**src/rtl/mem_arbiter.sv**
```systemverilog
// mem_arbiter: one RAM port shared by a data port and two instruction-fetch
// ports. Data has priority over fetch; the fetch ports are granted round-robin.
// A transfer ends when RAM reports ACCESS or ERROR, when a timeout expires, or
// when the requester withdraws its request.
//
// Handshake: a requester holds its REN/WEN high until its wait output is 0 for
// one cycle. The transfer completes in that cycle, and the load output is valid
// only in that cycle. Dropping the request before completion abandons the
// transfer without a wait drop.
module mem_arbiter #(
  parameter int unsigned TIMEOUT = 255,
  parameter logic [31:0] ERRWORD = 32'hBAD1BAD1
) (
  input  logic             CLK,
  input  logic             nRST,
  input  logic             dREN,
  input  logic             dWEN,
  input  logic [31:0]      daddr,
  input  logic [31:0]      dstore,
  output logic [31:0]      dload,
  output logic             dwait,
  input  logic [1:0]       iREN,
  input  logic [1:0][31:0] iaddr,
  output logic [1:0][31:0] iload,
  output logic [1:0]       iwait,
  output logic             ramREN,
  output logic             ramWEN,
  output logic [31:0]      ramaddr,
  output logic [31:0]      ramstore,
  input  logic [31:0]      ramload,
  input  logic [1:0]       ramstate,
  output logic             err,
  output logic [1:0]       state_dbg
);

  typedef enum logic [1:0] {
    IDLE  = 2'd0,
    DATA  = 2'd1,
    INSTR = 2'd2
  } state_t;

  localparam logic [1:0] RAM_ACCESS = 2'd2;
  localparam logic [1:0] RAM_ERROR  = 2'd3;

  state_t      state, state_next;
  logic        g, g_next;
  logic        rr, rr_next;
  logic        err_next;
  logic [31:0] cnt, cnt_next;
  logic        ram_done;
  logic        ram_fail;

  assign state_dbg = state;

  // RAM status: a normal completion, or an error release (error or timeout).
  assign ram_done = (ramstate == RAM_ACCESS);
  assign ram_fail = (ramstate == RAM_ERROR) || (cnt == TIMEOUT);

  // State, grant, round-robin pointer, timeout counter and sticky error.
  always_ff @(posedge CLK or negedge nRST) begin
    if (!nRST) begin
      state <= IDLE;
      g     <= 1'b0;
      rr    <= 1'b0;
      cnt   <= '0;
      err   <= 1'b0;
    end else begin
      state <= state_next;
      g     <= g_next;
      rr    <= rr_next;
      cnt   <= cnt_next;
      err   <= err_next;
    end
  end

  // Arbitration, RAM drive and completion/error/abort decisions.
  always_comb begin
    state_next = state;
    g_next     = g;
    rr_next    = rr;
    cnt_next   = cnt;
    err_next   = err;
    ramREN     = 1'b0;
    ramWEN     = 1'b0;
    ramaddr    = '0;
    ramstore   = '0;
    dload      = '0;
    dwait      = 1'b1;
    iload      = '0;
    iwait      = 2'b11;
    case (state)
      IDLE: begin
        // Counter is cleared here so it starts at 0 on entry to a transfer.
        cnt_next = '0;
        if (dREN || dWEN) begin
          state_next = DATA;
        end else if (iREN != 2'b00) begin
          state_next = INSTR;
          g_next     = iREN[rr] ? rr : ~rr;
        end
      end
      DATA: begin
        if (!(dREN || dWEN)) begin
          state_next = IDLE;
        end else begin
          ramaddr  = daddr;
          ramstore = dstore;
          ramWEN   = dWEN;
          ramREN   = ~dWEN;
          if (ram_done) begin
            dwait      = 1'b0;
            dload      = ramload;
            state_next = IDLE;
          end else if (ram_fail) begin
            dwait      = 1'b0;
            dload      = ERRWORD;
            err_next   = 1'b1;
            state_next = IDLE;
          end else begin
            cnt_next = cnt + 32'd1;
          end
        end
      end
      INSTR: begin
        if (!iREN[g]) begin
          state_next = IDLE;
        end else begin
          ramREN  = 1'b1;
          ramaddr = iaddr[g];
          if (ram_done) begin
            iwait[g]   = 1'b0;
            iload[g]   = ramload;
            rr_next    = ~g;
            state_next = IDLE;
          end else if (ram_fail) begin
            iwait[g]   = 1'b0;
            iload[g]   = ERRWORD;
            rr_next    = ~g;
            err_next   = 1'b1;
            state_next = IDLE;
          end else begin
            cnt_next = cnt + 32'd1;
          end
        end
      end
      default: state_next = IDLE;
    endcase
  end

endmodule

```
**config.mk**
```make
export PLATFORM = sky130hd
export DESIGN_NAME = mem_arbiter
export DESIGN_NICKNAME = d
export VERILOG_FILES = /design/src/rtl/mem_arbiter.sv
export SDC_FILE = /design/constraint.sdc
export NUM_CORES = 1
export LEC_CHECK = 0
export CORE_MARGIN = 10
export CORE_UTILIZATION = 33
export CTS_CLUSTER_SIZE = 30
export DETAILED_ROUTE_END_ITERATION = 8
export PLACE_DENSITY = 0.83
export SYNTH_ARGS = -nofsm -noshare
export SYNTH_HDL_FRONTEND = slang
export SYNTH_SLANG_ARGS = --single-unit
```
**constraint.sdc**
```tcl
create_clock -name CLK -period 2.86 [get_ports CLK]
set_input_delay 0.572 -clock CLK [delete_from_list [all_inputs] [get_ports CLK]]
set_output_delay 0.572 -clock CLK [all_outputs]
set_load 0.02 [all_outputs]
```
==> results.txt <==
Ys async rst share: 1.00
Sw Share: 0.460
Final period util: 1.09
Post-synthesis xor/xnor area fraction: 0
Leading post-synthesis cells by cell area: dfrtp_1 23%, nor2_1 12%, mux2_2 9.1%
Adder-cell share of the synthesized area: 0.0158
Rows: 39
Top-Level Pins: 336
Via-per-instance ratio: 5.89
Unrepaired setup endpoints after global routing: yes
Initial antenna violation count: 6
Vias in the first global route: 6,002
Clock power share: 0.126
PD cells: 493 nW/µm²
Initial drt markers: 591
Clk root buf: clkbuf_16
Synth unique cells: 50
Die X: 129 µm
Core Area: 11,600 µm²
Worst hold slack: 0.483 ns
Largest net degree at the start of global routing: 38
Required @ worst endpoint: 2.29 ns
CTS Buffer Depth: 2
Post-synthesis mux area share: 0.0961
Die area: 16,800 µm²
Largest family of logic cells by synthesized area: simple AND/OR/NAND/NOR gates
Post-synthesis compound-gate area fraction: 0.182
Fmax: 320 MHz
Mapped Cells: 564
Final setup TNS: -5.29 ns
Detailed placement HPWL: 22,300 µm
Area Growth Syn to Fin: 118%
Critical Path Start Type: primary input
DRT Pass-1 Iters: 6
Logic pwr share: 0.734
Simple-gate share of the synthesized area: 0.421
Most used DFF post-synth: dfrtp_1
Min Tclk post-route: 3.13 ns
Hold Vio Cnt, Final: 0
Clock Sink Count: 37
Critical path data arrival time: 2.55 ns
Share of power burned in registers: 0.140
DR WL/cell: 27.5 µm
Dpl ws: -0.483 ns
Total CTS buffers: 5
Violated checks: negative setup slack
Number of enable flip-flop cells after synthesis: 0
M2 GR Usage: 0.579
Htree depth: 2
Max-Cap Viols: 0
Overall power: 0.00425 W
CP endpoint kind: output pin
Sw Pwr: 0.00195 W
Synth warn: 0
Layout cell share with drive strength beyond 1: 0.289
Fin nets: 1,138
Top cell type's share of synthesized area: 0.234
Lkg Pwr: 3.80 nW
Port buffer count: 335
Post-DRT Antenna Nets: 0
Final Skew: 0.00768 ns
DRC errors left: 0
First-pass GRT wire length: 38,900 µm
Post-Syn Area: 3960 µm²
Min-Delay Path Class: reg -> reg
Post-Route WL: 30,700 µm
Slew HR: 0.446
Starting Density: 0.342
GRT Overall Usage: 0.307
Setup WS post-layout: -0.267 ns
Post-synth top area cell: dfrtp_1
Synth Register Bits: 37
Run status: finished, violations left
Met3 Track Usage GR: 0.0803
WS Path Type: in -> out
RePlAce Congestion: 0.932
CTS tree: done
Via count: 6,564
Filler cell count in the final layout: 857
Pint: 0.00230 W
Worst-margin pin slew: 0.828 ns
Register area share after synthesis: 0.234
Synthesized Nets: 737
Synth Area per Inst: 7.01 µm²
Max VDD drop: 377 µV
Most used routing layer: met2
Final Setup Violations: 50
CP max FO: 11
Slew Limit Fails: 0
Worst skew pair latency: 0.29 ns
Clk slew on worst S/H paths: 0.05 ns
Die Y: 129 µm
Met1 Use GR: 0.290
Total gr overflow: 0
-- power by group through the flow --
stage	logic, W	clock network [W]	registers, W
3_5_place_dp	0.00299	0	0.000604
6_report	0.00312	0.000538	0.000595
3_3_place_gp	0.00299	0	0.000602
2_1_floorplan	0.00153	0	0.000609
4_1_cts	0.00300	0.000536	0.000595
5_1_grt	0.00324	0.000558	0.000599
-- layout by cell type, fill, tap and decap left out, types with 6 or more instances in the layout --
| cell | instances |
|---|---|
| a21oi_1 | 25 |
| nand4_1 | 12 |
| mux2_2 | 32 |
| inv_1 | 6 |
| nor2b_1 | 33 |
| or4_1 | 8 |
| and2_1 | 34 |
| clkdlybuf4s50_1 | 171 |
| nor2_1 | 81 |
| diode_2 | 6 |
| buf_6 | 52 |
| clkbuf_2 | 9 |
| nand2_1 | 40 |
| nor2_4 | 40 |
| dlygate4sd2_1 | 72 |
| clkdlybuf4s15_1 | 12 |
| or3_1 | 15 |
| o21ai_0 | 19 |
| a22oi_1 | 32 |
| nand3_1 | 19 |
| dfrtp_1 | 37 |
| nor4_1 | 16 |
| buf_4 | 108 |
-- stage by stage --
step	instance area, µm²	util	instances
6_report	8620	0.745	1115
4_1_cts	8330	0.720	1104
3_3_place_gp	7950	0.688	1079
5_1_grt	8620	0.745	1115
3_5_place_dp	7950	0.688	1079
2_1_floorplan	3960	-	564
-- final timing paths --
| kind | from | depth (start not counted) | to | slack (ns) |
|---|---|---|---|---|
| worst min-delay path | err | 1 | err | 0.48 |
| worst min register to register | err | 1 | err | 0.48 |
| worst max-delay path | ramstate[1] | 7 | iload[54] | -0.27 |
| worst max register to register | state_dbg[1] | 8 | cnt[23] | 0.14 |
| max in group asynchronous | nRST | 2 | cnt[19] | 1.76 |
| min in group asynchronous | nRST | 2 | cnt[18] | 0.73 |
-- timing repair --
| item | in CTS | in global routing |
|---|---|---|
| gates resized for setup | 454 | 108 |
| setup endpoints to repair | 150 | 95 |
| hold buffers | 0 | 0 |
| buffers inserted | 13 | 6 |
| pin swaps | 11 | 23 |
| gates cloned | 4 | 1 |
-- synthesized netlist by cell type, types with 6 or more instances --
master      n
nor2_1    124
nand2_1    40
clkbuf_1   38
dfrtp_1    37
nor2b_1    35
and2_1     34
a22oi_1    32
mux2_2     32
a21oi_1    26
nand3_1    19
o21ai_0    19
nor4_1     17
or3_1      15
nand4_1    12
or4_1      10
inv_1       6
-- registers in the layout, indices dropped and copies added (netlist names) --
name / count
cnt: 32
err: 1
g: 1
rr: 1
state_dbg: 2
-- metal layers --
metal | share of wire | wire length (µm)
met5 | 0 | 0
met4 | 0.080 | 2450
met3 | 0.098 | 2990
met2 | 0.53 | 16200
met1 | 0.30 | 9060
-- final cells by class --
class                           instances  area, µm²  share of cell area
Timing Repair Buffer                  436       4130               0.480
Multi-Input combinational cell        479       3200               0.372
Sequential cell                        37        926               0.107
Tap cell                              143        179              0.0208
Clock buffer                            6        129              0.0150
Inverter                                6       22.5             0.00261
Antenna cell                            6       15.0             0.00174
Clock inverter                          2       10.0             0.00116
-- worst max-delay path, stage by stage --
cell,delay [ns]
clkdlybuf4s50_1,0.55
buf_4,0.20
nand2b_1,0.11
buf_4,0.20
nor2_1,0.64
nor2_4,0.10
buf_6,0.18
-- logic make-up after synthesis --
group	after synthesis
AOI/OAI and AO/OA	108
adders and majority gates	5
buffers and inverters	50
DFF	37
muxes	34
and+or+nand+nor	330
No activity file was read; power rests on OpenSTA's default activity.
==> patch (same flow settings) <==
Put one more register stage on the output `state_dbg`, cleared by the reset. The value now appears one clock later. The other outputs are not delayed to match.
--- a/src/rtl/mem_arbiter.sv
+++ b/src/rtl/mem_arbiter.sv
@@ -50,7 +50,13 @@
   logic        ram_done;
   logic        ram_fail;
 
-  assign state_dbg = state;
+  always_ff @(posedge CLK or negedge nRST) begin
+    if (!nRST) begin
+      state_dbg <= '0;
+    end else begin
+      state_dbg <= state;
+    end
+  end
 
   // RAM status: a normal completion, or an error release (error or timeout).
   assign ram_done = (ramstate == RAM_ACCESS);
Check against the original RTL: not equivalent (Yosys sat finds a counterexample within 4 cycles, from zero or initial values and one cycle with nRST low).
==> patch against the unedited design <==
Setup slack better by 0.33 ns. Via count is 9.1% lower. Power is 0.40% higher. Design area is 7.5% lower. Sequential cell count is 2 higher. Sequential power is 7.4% higher. Wire length is 16% lower. Critical path type is now flip-flop to output pin. Clock skew is 0.0026 ns lower. Non-clock buffer count is 33 lower. Sequential share of layout area is 1.5 points higher. Synthesized cell count is 0.18% higher. Area after synthesis is 5.7% higher.
==> patch: results (changes against the unedited design) <==
Clock H-tree levels 2 (unchanged); Layout Cells excl Fill 1110 (-0.45%); Peak VDD IR 0.388 mV (+3.0%); crit path DAT 2.23 ns (-0.32 ns); via density per instance 5.38 (-8.7%); outcome complete, no violations; crit-path max FO 17 (+6); R2R setup slack 0.42 ns (+0.28 ns); Synth area leaders dfrtp_1, nor2_1, mux2_2; yosys synthesis warning count 0 (unchanged); final setup skew 0.00512 ns (-0.00256 ns); Hold WS 0.415 ns (-0.0684 ns); Port-buffer cells 335 (unchanged); biggest regs cnt (32), state (2), state_dbg (2); worst r2r path cells 8 (unchanged); Post-synth ARST share 100% (unchanged); Layout fillers 1168 (+36%); initial core utilization 33.4% (-0.79 points); Crit-path slowest cell or4_4; CTS Buf Count 5 (unchanged); CP max stage delay 0.56 ns (-0.08 ns); list of most frequent post-synthesis cells nor2_1, dfrtp_1, nand2_1, nor2b_1; antenna violations before repair 14 (+8); first-pass GRT wire length 37200 µm (-4.4%); R2R Path End cnt[31]; critical path's top delay family simple AND/OR/NAND/NOR gates; Slew headroom 39.2% (-5.4 points); share of layout cells above drive strength 1 20.4% (-8.5 points); count of cell types in the netlist 61 (+22%); FF-to-FF Start state[0]; pre-CTS WS -0.219 ns (+0.263 ns); Pre-antenna DRT Iters 5 (-1); initial DRC count 576 (-2.5%); Seq/Total Area, Yosys 23.3% (-0.071 points); vias in the first global route 5593 (-6.8%); leakage 3.80 nW (-0.23%); largest net degree at the start of global routing 56 (+47%); RePlAce Congestion 0.955 (+2.4%); synthesized instance count 565 (+0.18%); post-route setup TNS 0 ns (+5.29 ns); GR Util All Layers 27.3% (-3.4 points); HP Class input port to async pin; Routed Wire Length 25700 µm (-16%); Synthesized Nets 738 (+0.14%); worst skew pair latency 0.29 ns (about the same); Design Area, Final 0.00797 mm² (-7.5%); HPWL after DPL 21300 µm (-4.4%); Post-DP Area 0.00814 mm² (+2.4%)
patch: worst max path at each step:
stage                        to  slack [ns]  startpoint  depth (start not counted)
floorplan             dload[15]        0.29     cnt[13]                          7
global placement    ramaddr[17]       -0.17        dWEN                          7
CTS                   iload[16]       -0.08     cnt[12]                          7
global route          dload[13]       0.003     cnt[13]                          7
finish                 dload[4]        0.06     cnt[13]                          7
detailed placement     dload[0]       -0.22        dWEN                          8
patch: cell families after synthesis:
logic type,after synthesis,synth area share [%]
AO/OA/AOI/OAI,99,18.3
XOR/XNOR,5,1.05
adder cells (fa/ha/maj),5,1.50
buffers and inverters,53,5.92
flip-flops,39,23.3
multiplexers,38,10.2
AND/OR/NAND/NOR,326,39.7
patch: layout make-up:
cell class	count	area share, %
Clock inverter	3	0.188
Tap cell	172	2.70
Timing Repair Buffer	403	45.1
Sequential cell	39	12.2
Clock buffer	5	1.57
Inverter	9	0.424
Antenna cell	6	0.188
Multi-Input combinational cell	473	37.5
patch: routing by layer:
metal | global-route usage (%) | up-vias | wire (µm)
li1 | - | 2743 | -
met1 | 33.9 | 2807 | 9920
met2 | 42.8 | 374 | 11900
met3 | 12.7 | 31 | 3560
met4 | 4.40 | 12 | 262
met5 | 0 | - | 88
patch: worst register-to-register path: stages, from the launching register on:
cell and delay (ns):
dfrtp_1 0.42, ha_1 0.26, buf_4 0.16, nor3b_1 0.13, buf_4 0.15, nor4_1 0.46, nand4_1 0.18, a2111oi_2 0.39
mux2i_1 0.22
patch: timing repair:
action | in CTS | in global routing
setup endpoints to repair | 156 | 43
gates resized for setup | 250 | 42
setup buffers | 0 | 1
pin swaps | 0 | 1
patch: where the power goes:
group	internal [mW]	switching (mW)
clock	0.318	0.226
sequential	0.598	0.0409
combinational	1.36	1.72
